`src/rtl/boot_loader_pkg.sv`:
```
// Shared types and constants for the boot loader: FSM state encodings, frame header byte,
// and the word-address helper.
package boot_loader_pkg;

  typedef enum logic [2:0] {
    ST_IDLE = 3'd0,
    ST_LEN  = 3'd1,
    ST_DATA = 3'd2,
    ST_CSUM = 3'd3,
    ST_DONE = 3'd4,
    ST_ERR  = 3'd5
  } state_t;

  localparam logic [7:0] BOOT_HDR = 8'hA5;

  function automatic logic [31:0] word_addr(input logic [31:0] base, input logic [31:0] idx);
    return base + (idx << 2);
  endfunction

endpackage

```
`src/rtl/boot_loader_if.sv`:
```
// Byte-stream input, RAM write port and core-hold status of the boot loader.
// master = byte source / RAM side, slave = the loader itself.
interface boot_loader_if;

  logic        in_valid;
  logic [7:0]  in_data;
  logic        in_ready;
  logic        mem_we;
  logic [31:0] mem_addr;
  logic [31:0] mem_wdata;
  logic        cpu_hold;
  logic        load_done;
  logic        load_err;

  modport master (
    output in_valid, in_data,
    input  in_ready, mem_we, mem_addr, mem_wdata, cpu_hold, load_done, load_err
  );

  modport slave (
    input  in_valid, in_data,
    output in_ready, mem_we, mem_addr, mem_wdata, cpu_hold, load_done, load_err
  );

endinterface

```
`src/rtl/boot_loader_byte_packer.sv`:
```
// Packs accepted payload bytes little-endian into 32-bit words; o_word_valid pulses
// for one cycle with o_word once the fourth byte of a word has been taken.
module boot_loader_byte_packer (
  input  logic        i_clk,
  input  logic        i_rst,
  input  logic        i_clr,
  input  logic        i_byte_valid,
  input  logic [7:0]  i_byte,
  output logic [1:0]  o_lane,
  output logic [31:0] o_word,
  output logic        o_word_valid
);

  logic [1:0]  r_lane;
  logic [23:0] r_shift;
  logic [31:0] r_word;
  logic        r_word_valid;

  always_ff @(posedge i_clk) begin
    if (i_rst) begin
      r_lane       <= 2'd0;
      r_shift      <= 24'd0;
      r_word       <= 32'd0;
      r_word_valid <= 1'b0;
    end else begin
      r_word_valid <= 1'b0;
      if (i_clr) begin
        r_lane  <= 2'd0;
        r_shift <= 24'd0;
      end else if (i_byte_valid) begin
        r_lane <= r_lane + 2'd1;
        // bytes enter at the top and slide down, so byte 0 ends in bits [7:0]
        if (r_lane == 2'd3) begin
          r_word       <= {i_byte, r_shift};
          r_word_valid <= 1'b1;
        end else begin
          r_shift <= {i_byte, r_shift[23:8]};
        end
      end
    end
  end

  assign o_lane       = r_lane;
  assign o_word       = r_word;
  assign o_word_valid = r_word_valid;

endmodule

```
`src/rtl/boot_loader.sv`:
```
// Frame-driven program loader: header, word count, payload words written to RAM, checksum.
// Optional checksum enforcement with BOOT_LOADER_CSUM_EN; without it the checksum byte is ignored.
//
// state | meaning
// IDLE  | after reset, discarding bytes until the header
// LEN   | collecting 4-byte word count, LSB first
// DATA  | collecting payload, one RAM write per 4 bytes
// CSUM  | waiting for the checksum byte
// DONE  | image loaded, core released
// ERR   | frame rejected, core held; header restarts
module boot_loader
  import boot_loader_pkg::*;
#(
  parameter logic [31:0] BASE_ADDR   = 32'h0000_0000,
  parameter int          DEPTH_WORDS = 1024,
  parameter int          TIMEOUT_CYC = 100000
) (
  input logic          i_clk,
  input logic          i_rst,
  boot_loader_if.slave bus
);

  localparam int          TW        = $clog2(TIMEOUT_CYC + 1);
  localparam logic [TW-1:0] TMO_LOAD = TW'(TIMEOUT_CYC);
  localparam logic [TW-1:0] TMO_TC   = TW'(1);
  localparam logic [31:0] DEPTH_LIM = 32'(DEPTH_WORDS);

  state_t        r_state;
  logic [1:0]    r_len_cnt;
  logic [23:0]   r_len;
  logic [31:0]   r_words_left;
  logic [31:0]   r_idx;
  logic [TW-1:0] r_tmo;
  logic          r_in_ready;
  logic [31:0]   r_mem_addr;
  logic          r_cpu_hold;
  logic          r_done;
  logic          r_err;

  logic          w_accept;
  logic          w_restart;
  logic          w_in_frame;
  logic          w_pk_valid;
  logic          w_word_last;
  logic          w_csum_ok;
  logic [31:0]   w_len_full;
  logic [1:0]    w_lane;
  logic [31:0]   w_word;
  logic          w_word_valid;

  assign w_accept    = bus.in_valid & r_in_ready;
  assign w_in_frame  = (r_state == ST_LEN) || (r_state == ST_DATA) || (r_state == ST_CSUM);
  assign w_restart   = w_accept && (bus.in_data == BOOT_HDR) &&
                       ((r_state == ST_IDLE) || (r_state == ST_DONE) || (r_state == ST_ERR));
  assign w_pk_valid  = w_accept && (r_state == ST_DATA);
  assign w_word_last = w_pk_valid && (w_lane == 2'd3);
  assign w_len_full  = {bus.in_data, r_len};

  boot_loader_byte_packer u_packer (
    .i_clk        (i_clk),
    .i_rst        (i_rst),
    .i_clr        (w_restart),
    .i_byte_valid (w_pk_valid),
    .i_byte       (bus.in_data),
    .o_lane       (w_lane),
    .o_word       (w_word),
    .o_word_valid (w_word_valid)
  );

`ifdef BOOT_LOADER_CSUM_EN
  logic [7:0] r_csum;

  always_ff @(posedge i_clk) begin
    if (i_rst || w_restart) begin
      r_csum <= 8'd0;
    end else if (w_pk_valid) begin
      r_csum <= r_csum + bus.in_data;
    end
  end

  assign w_csum_ok = (r_csum == bus.in_data);
`else
  assign w_csum_ok = 1'b1;
`endif

  always_ff @(posedge i_clk) begin
    if (i_rst) begin
      r_state      <= ST_IDLE;
      r_len_cnt    <= 2'd0;
      r_len        <= 24'd0;
      r_words_left <= 32'd0;
      r_idx        <= 32'd0;
      r_tmo        <= '0;
      r_in_ready   <= 1'b0;
      r_mem_addr   <= BASE_ADDR;
      r_cpu_hold   <= 1'b1;
      r_done       <= 1'b0;
      r_err        <= 1'b0;
    end else begin
      // stall the source for the cycle the completed word is on the RAM port
      r_in_ready <= ~w_word_last;

      if (w_accept) begin
        r_tmo <= TMO_LOAD;
      end else if (w_in_frame) begin
        r_tmo <= r_tmo - TMO_TC;
      end

      case (r_state)
        ST_IDLE, ST_DONE, ST_ERR: begin
          if (w_restart) begin
            r_state    <= ST_LEN;
            r_len_cnt  <= 2'd0;
            r_idx      <= 32'd0;
            r_done     <= 1'b0;
            r_err      <= 1'b0;
            r_cpu_hold <= 1'b1;
          end
        end
        ST_LEN: begin
          if (w_accept) begin
            r_len     <= w_len_full[31:8];
            r_len_cnt <= r_len_cnt + 2'd1;
            if (r_len_cnt == 2'd3) begin
              if (w_len_full > DEPTH_LIM) begin
                r_state <= ST_ERR;
                r_err   <= 1'b1;
              end else if (w_len_full == 32'd0) begin
                r_state <= ST_CSUM;
              end else begin
                r_state      <= ST_DATA;
                r_words_left <= w_len_full;
              end
            end
          end
        end
        ST_DATA: begin
          if (w_word_last) begin
            r_mem_addr   <= word_addr(BASE_ADDR, r_idx);
            r_idx        <= r_idx + 32'd1;
            r_words_left <= r_words_left - 32'd1;
            if (r_words_left == 32'd1) begin
              r_state <= ST_CSUM;
            end
          end
        end
        ST_CSUM: begin
          if (w_accept) begin
            if (w_csum_ok) begin
              r_state    <= ST_DONE;
              r_done     <= 1'b1;
              r_cpu_hold <= 1'b0;
            end else begin
              r_state <= ST_ERR;
              r_err   <= 1'b1;
            end
          end
        end
        default: r_state <= ST_IDLE;
      endcase

      if (w_in_frame && !w_accept && (r_tmo == TMO_TC)) begin
        r_state <= ST_ERR;
        r_err   <= 1'b1;
      end
    end
  end

  assign bus.in_ready  = r_in_ready;
  assign bus.mem_we    = w_word_valid;
  assign bus.mem_addr  = r_mem_addr;
  assign bus.mem_wdata = w_word;
  assign bus.cpu_hold  = r_cpu_hold;
  assign bus.load_done = r_done;
  assign bus.load_err  = r_err;

endmodule

```
`src/flat_wrapper.sv`:
```
// flat-port wrapper written by rule: the top's interface ports become plain ports
module boot_loader_flat import boot_loader_pkg::*;
#(
  parameter logic [31:0] BASE_ADDR   = 32'h0000_0000,
  parameter int          DEPTH_WORDS = 1024,
  parameter int          TIMEOUT_CYC = 100000
)
  (i_clk, i_rst, bus_in_valid, bus_in_data, bus_in_ready, bus_mem_we, bus_mem_addr, bus_mem_wdata, bus_cpu_hold, bus_load_done, bus_load_err);
  boot_loader_if bus_i ();
  input logic i_clk;
  input logic i_rst;
  input wire logic [$bits(bus_i.in_valid)-1:0] bus_in_valid;
  input wire logic [$bits(bus_i.in_data)-1:0] bus_in_data;
  output wire logic [$bits(bus_i.in_ready)-1:0] bus_in_ready;
  output wire logic [$bits(bus_i.mem_we)-1:0] bus_mem_we;
  output wire logic [$bits(bus_i.mem_addr)-1:0] bus_mem_addr;
  output wire logic [$bits(bus_i.mem_wdata)-1:0] bus_mem_wdata;
  output wire logic [$bits(bus_i.cpu_hold)-1:0] bus_cpu_hold;
  output wire logic [$bits(bus_i.load_done)-1:0] bus_load_done;
  output wire logic [$bits(bus_i.load_err)-1:0] bus_load_err;
  assign bus_i.in_valid = bus_in_valid;
  assign bus_i.in_data = bus_in_data;
  assign bus_in_ready = bus_i.in_ready;
  assign bus_mem_we = bus_i.mem_we;
  assign bus_mem_addr = bus_i.mem_addr;
  assign bus_mem_wdata = bus_i.mem_wdata;
  assign bus_cpu_hold = bus_i.cpu_hold;
  assign bus_load_done = bus_i.load_done;
  assign bus_load_err = bus_i.load_err;
  boot_loader #(.BASE_ADDR(BASE_ADDR), .DEPTH_WORDS(DEPTH_WORDS), .TIMEOUT_CYC(TIMEOUT_CYC)) u_core (.i_clk(i_clk), .i_rst(i_rst), .bus(bus_i));
endmodule
```
`config.mk`:
```
export PLATFORM = sky130hd
export DESIGN_NAME = boot_loader_flat
export DESIGN_NICKNAME = d
export VERILOG_FILES = /design/src/rtl/boot_loader_pkg.sv /design/src/rtl/boot_loader_if.sv /design/src/rtl/boot_loader_byte_packer.sv /design/src/rtl/boot_loader.sv /design/src/flat_wrapper.sv
export SDC_FILE = /design/constraint.sdc
export NUM_CORES = 1
export LEC_CHECK = 0
export ABC_AREA = 0
export CAP_MARGIN = 20
export CELL_PAD_IN_SITES_DETAIL_PLACEMENT = 1
export CELL_PAD_IN_SITES_GLOBAL_PLACEMENT = 1
export CORE_ASPECT_RATIO = 0.8
export CORE_MARGIN = 3
export CORE_UTILIZATION = 42
export CTS_CLUSTER_SIZE = 40
export DETAILED_ROUTE_END_ITERATION = 8
export HOLD_SLACK_MARGIN = 0.06
export PLACE_DENSITY = 0.84
export SLEW_MARGIN = 25
export SYNTH_ARGS = -nofsm -noshare
export SYNTH_HDL_FRONTEND = slang
export SYNTH_SLANG_ARGS = --single-unit
```
`constraint.sdc`:
```
create_clock -name i_clk -period 3.2 [get_ports i_clk]
set_input_delay 0.64 -clock i_clk [delete_from_list [all_inputs] [get_ports i_clk]]
set_output_delay 0.64 -clock i_clk [all_outputs]
set_load 0.02 [all_outputs]
```
* After elaboration in Yosys (flattened, before gate mapping) *
Index checks and enable logic that the tools add are counted.

word-level totals
  register bits after elaboration = 203
  bits of input ports = 11
  output and inout port bits = 69

operators by class
  $add $sub $neg = 5
  $lt $le $gt $ge = 1
  equality and inequality tests = 25
  muxes and demuxes = 36
  bitwise operators = 5
  reductions and logical operators = 35

operators by type and width
  operator               number
  $mux 32                7
  $pmux 32 s2            2
  $mux 17                2
  $add 32x1->32 const B  1
  $eq 32x1->1 const B    1
  $gt 32x11->1 const B   1
  $logic_not 32->1       1
  $sub 32x1->32 const B  1
  $mux 3                 8
  $reduce_and 6->1       3
  $eq 17x1->1 const B    1
  $sub 17x1->17 const B  1
  $ne 3x2->1 const B     4
  $pmux 3 s4             1
  $reduce_and 3->1       4
  $mux 1                 10
  $ne 2x2->1 const B     5
  $reduce_bool 2->1      5
  $ne 3x3->1 const B     3
  $eq 8x8->1 const B     1
  $eq 3x2->1 const B     2
  $eq 3x3->1 const B     2
  $logic_and 1x1->1      6
  $ne 2x1->1 const B     3
  other kinds (16)       32

* Longest topological paths before layout *
  word-level depth = 7
  gate-level depth with buffers = 8

* Hierarchy *
A second synthesis with hierarchy kept.

unflattened totals
  cells, all modules = 1098
  area, all modules = 8886.0 um^2

modules (own cells, without submodules)
  module                   instances  cells each  area an instance (um^2)  seq. area each (um^2)
  boot_loader              1          838         6531.3                   2842.7
  boot_loader_byte_packer  1          260         2354.8                   1181.1

* Least setup slack after synthesis *
No wires, ideal clock.

  path kind = input-to-reg
  start point = input bus_in_data[6]
  end point = register u_core.r_idx[12]
  library setup time = 0.070 ns
  arrival time = 2.471 ns
  data required time = 3.130 ns
  slack = 0.658 ns
  stages on the path = 5
  path through = or4_4 -> nor4_4 -> o2111ai_2 -> or4b_1 -> a21oi_1

on the way
  word-level cells in the longest chain between the ends = 5

RTL lines
  element                         RTL line            source
  start: declaration              flat_wrapper.sv:13  input wire logic [$bits(bus_i.in_data)-1:0] bus_in_data;
  $eq 8x8->1                      boot_loader.sv:53   assign w_restart = w_accept && (bus.in_data == BOOT_HDR) &&
  $logic_and 1x1->1 (2 in a row)  boot_loader.sv:53
  $ne 2x2->1 (no line)            -
  $reduce_and 3->1 (no line)      -
  end signal: assignment          boot_loader.sv:140  r_idx <= r_idx + 32'd1;
  end: declaration                boot_loader.sv:32   logic [31:0] r_idx;

Every way passes these cells.
A chain may end at the register's enable or synchronous reset.

* Final worst setup path *
  start point = input bus_in_data[6]
  end point = register u_core.r_idx[25]

The elaborated chain is that of the path after synthesis.

==> impl_metrics.tcl <==
set metrics [dict create \
    status "complete, no violations" \
    io_pins 80 \
    reg2reg_slack_ns 0.65 \
    finalHoldViolations 0 \
    die_w_um 168 \
    skew_ns 0.0105 \
    drive_above_1_share 0.0735 \
    insertion_delay_ns 0.51 \
    synth_cell_types 71 \
    ys_ff_latch 201 \
    fin_worst_hold_slack_ns 0.454 \
    die_h_um 135 \
    cts_buffer_depth 3 \
    cts_resized 0 \
    grt_antenna_before_repair 1 \
    fin_crit_sh 0.856 \
    syn_avg_cell_area_um2 7.87 \
    drt_wl_total_um 26800 \
    final_cell_mix "nand2_1, dfxtp_1, a21oi_1, clkdlybuf4s50_1, nor2_1" \
    worst_slew_pin_slew_ns 0.925 \
    die_area_mm2 0.0227 \
    drv_slew 0 \
    wl_per_cell_um 18.5 \
    setup_ws_ns 0.459 \
    drt_pass1_iterations 5 \
    start_util 0.435 \
    cts_tree "built" \
    leakagePower_nw 3.43 \
    fill_cells 2434 \
    timing.fmax_mhz 365 \
    cp_max_fo 6 \
    syn2layout_area_growth_pct 19.7 \
    antenna_left 0 \
    critPathLaunchType "primary input" \
    synth-main-ff-cell "dfxtp_1" \
    gp_congestion 0.830 \
    place_ws_ns -0.0258 \
    holdBufCountCts 0 \
    setup.worst_path.class "primary input to register" \
    rsz0062_at_grt "false" \
    clkTransAtPathRegs_ns 0.06 \
    hold_class "register to register" \
    grt_pass1_wl_um 44000 \
    antenna_cells 0 \
    grt_max_degree 82 \
    clock_sinks 201 \
    drv_cap 0 \
    via_per_inst 5.84 \
    synth_cells 1116 \
    cts_setup_buffers 0 \
    fin_util 0.521 \
    cts_root_buf "clkbuf_16" \
    worstPathArrival_ns 3.18 \
    final_common_cell "nand2_1" \
    core_mm2 0.0202 \
    cts-buffers-inserted 22 \
    ys_warn_count 0 \
    endpoint_kind "register" \
    total_power_mw 5.37 \
    drtIter0Drc 679 \
    relSlewSlack 0.383 \
    ys_seq_area_frac 0.458 \
    synth_enable_flop_cells 0 \
    drc 0 \
    cp.required_ns 3.64 \
    grt_pass1_vias 8495 \
    rows 46 \
    cellPowerDensity_mw_per_mm2 511 \
    overflow 0 \
    final.setup.tns_ns 0 \
    htree_levels 1 \
    peakVddDrop_mv 0.447 \
    final_net_count 1187 \
    dp_hpwl_um 17600 \
    setup_viol 0 \
    ys_async_sr_fraction 0 \
    track_usage 0.232 \
    fin_crit_ns 2.74 \
    numPortBuffers 77 \
    vias 8457 \
    syn_area_mm2 0.00879 \
]
-- per-layer routing --
metal,vias to the layer above,global-route usage,part of all wire
met5,-,0,0.00049
met2,183,0.375,0.45
met1,4167,0.327,0.48
met3,38,0.0365,0.048
li1,4067,-,-
met4,2,0.0568,0.018
-- Yosys cell counts (all sizes together) (7+ instances only) --
cell type | n | area share
a211oi | 8 | 0.0068
a21oi | 190 | 0.11
a311oi | 8 | 0.0080
a31oi | 8 | 0.0057
and3 | 12 | 0.0085
buf | 12 | 0.0071
clkbuf | 67 | 0.029
dfxtp | 201 | 0.46
ha | 7 | 0.010
inv | 15 | 0.0064
nand2 | 268 | 0.11
nand3 | 22 | 0.013
nand4 | 15 | 0.011
nor2 | 54 | 0.023
nor3 | 28 | 0.017
nor4 | 19 | 0.016
o21ai | 26 | 0.015
o31ai | 9 | 0.0077
o32ai | 14 | 0.014
or3 | 21 | 0.015
or4 | 14 | 0.012
xnor2 | 10 | 0.010
xor2 | 12 | 0.012
-- layout make-up --
type                    instances  area, um^2  area share
repair buffers                107        1030      0.0980
clock inverters                 6        66.3     0.00630
clock buffers                  32         598      0.0569
inverters                      15        56.3     0.00535
flip-flops and latches        201        4020       0.383
well taps                     264         330      0.0314
multi-input cells             822        4410       0.420
-- stage by stage --
step,instance area [um^2],std cells
3_5_place_dp,9850,1409
4_1_cts,10500,1447
5_1_grt,10500,1447
3_3_place_gp,9850,1409
2_1_floorplan,8790,1117
6_report,10500,1447
-- sequential cells by signal, indices dropped and copies added (netlist names) --
| register | cells |
|---|---|
| u_core.u_packer.o_word | 32 |
| u_core.bus.cpu_hold | 1 |
| u_core.r_len | 24 |
| u_core.bus.load_err | 1 |
| u_core.r_tmo | 17 |
| u_core.bus.load_done | 1 |
| u_core.u_packer.o_lane | 2 |
| u_core.r_idx | 30 |
| u_core.bus.in_ready | 1 |
| u_core.bus.mem_addr | 30 |
| u_core.u_packer.r_shift | 24 |
| u_core.r_words_left | 32 |
| u_core.r_state | 3 |
| u_core.u_packer.o_word_valid | 1 |
| u_core.r_len_cnt | 2 |
-- path summary, 6_finish.rpt --
check / from / to / depth (start not counted)
worst max-delay path: bus_in_data[6] / u_core.r_idx[25] / 6
worst min-delay path: u_core.bus.mem_addr[19] / u_core.bus.mem_addr[19] / 2
worst max register to register: u_core.r_len[4] / u_core.r_words_left[22] / 6
worst min register to register: u_core.bus.mem_addr[19] / u_core.bus.mem_addr[19] / 2
-- report_power, final --
part           switching (mW)  internal [mW]
logic                   0.251          0.136
registers              0.0497           2.54
clock network            1.01           1.38
total                    1.32           4.06
-- worst max-delay path: stages --
cell             delay [ns]
clkdlybuf4s50_1        0.43
or4_4                  0.61
or4_1                  0.66
a211oi_1               0.49
nand3b_1               0.16
a21oi_1                0.19
-- cell families (layout without fill, tap and decap cells) --
kind of cell | count (synthesis) | in the layout | share of synthesized area
AOI/OAI and AO/OA | 305 | 305 | 0.208
xor gates and xnor gates | 22 | 22 | 0.0219
adders and majority gates | 7 | 7 | 0.00997
buffers and inverters | 94 | 160 | 0.0423
DFF | 201 | 201 | 0.458
other | 1 | 2 | 0.000427
and+or+nand+nor | 486 | 486 | 0.260
Power figures use the tool's default switching activity.
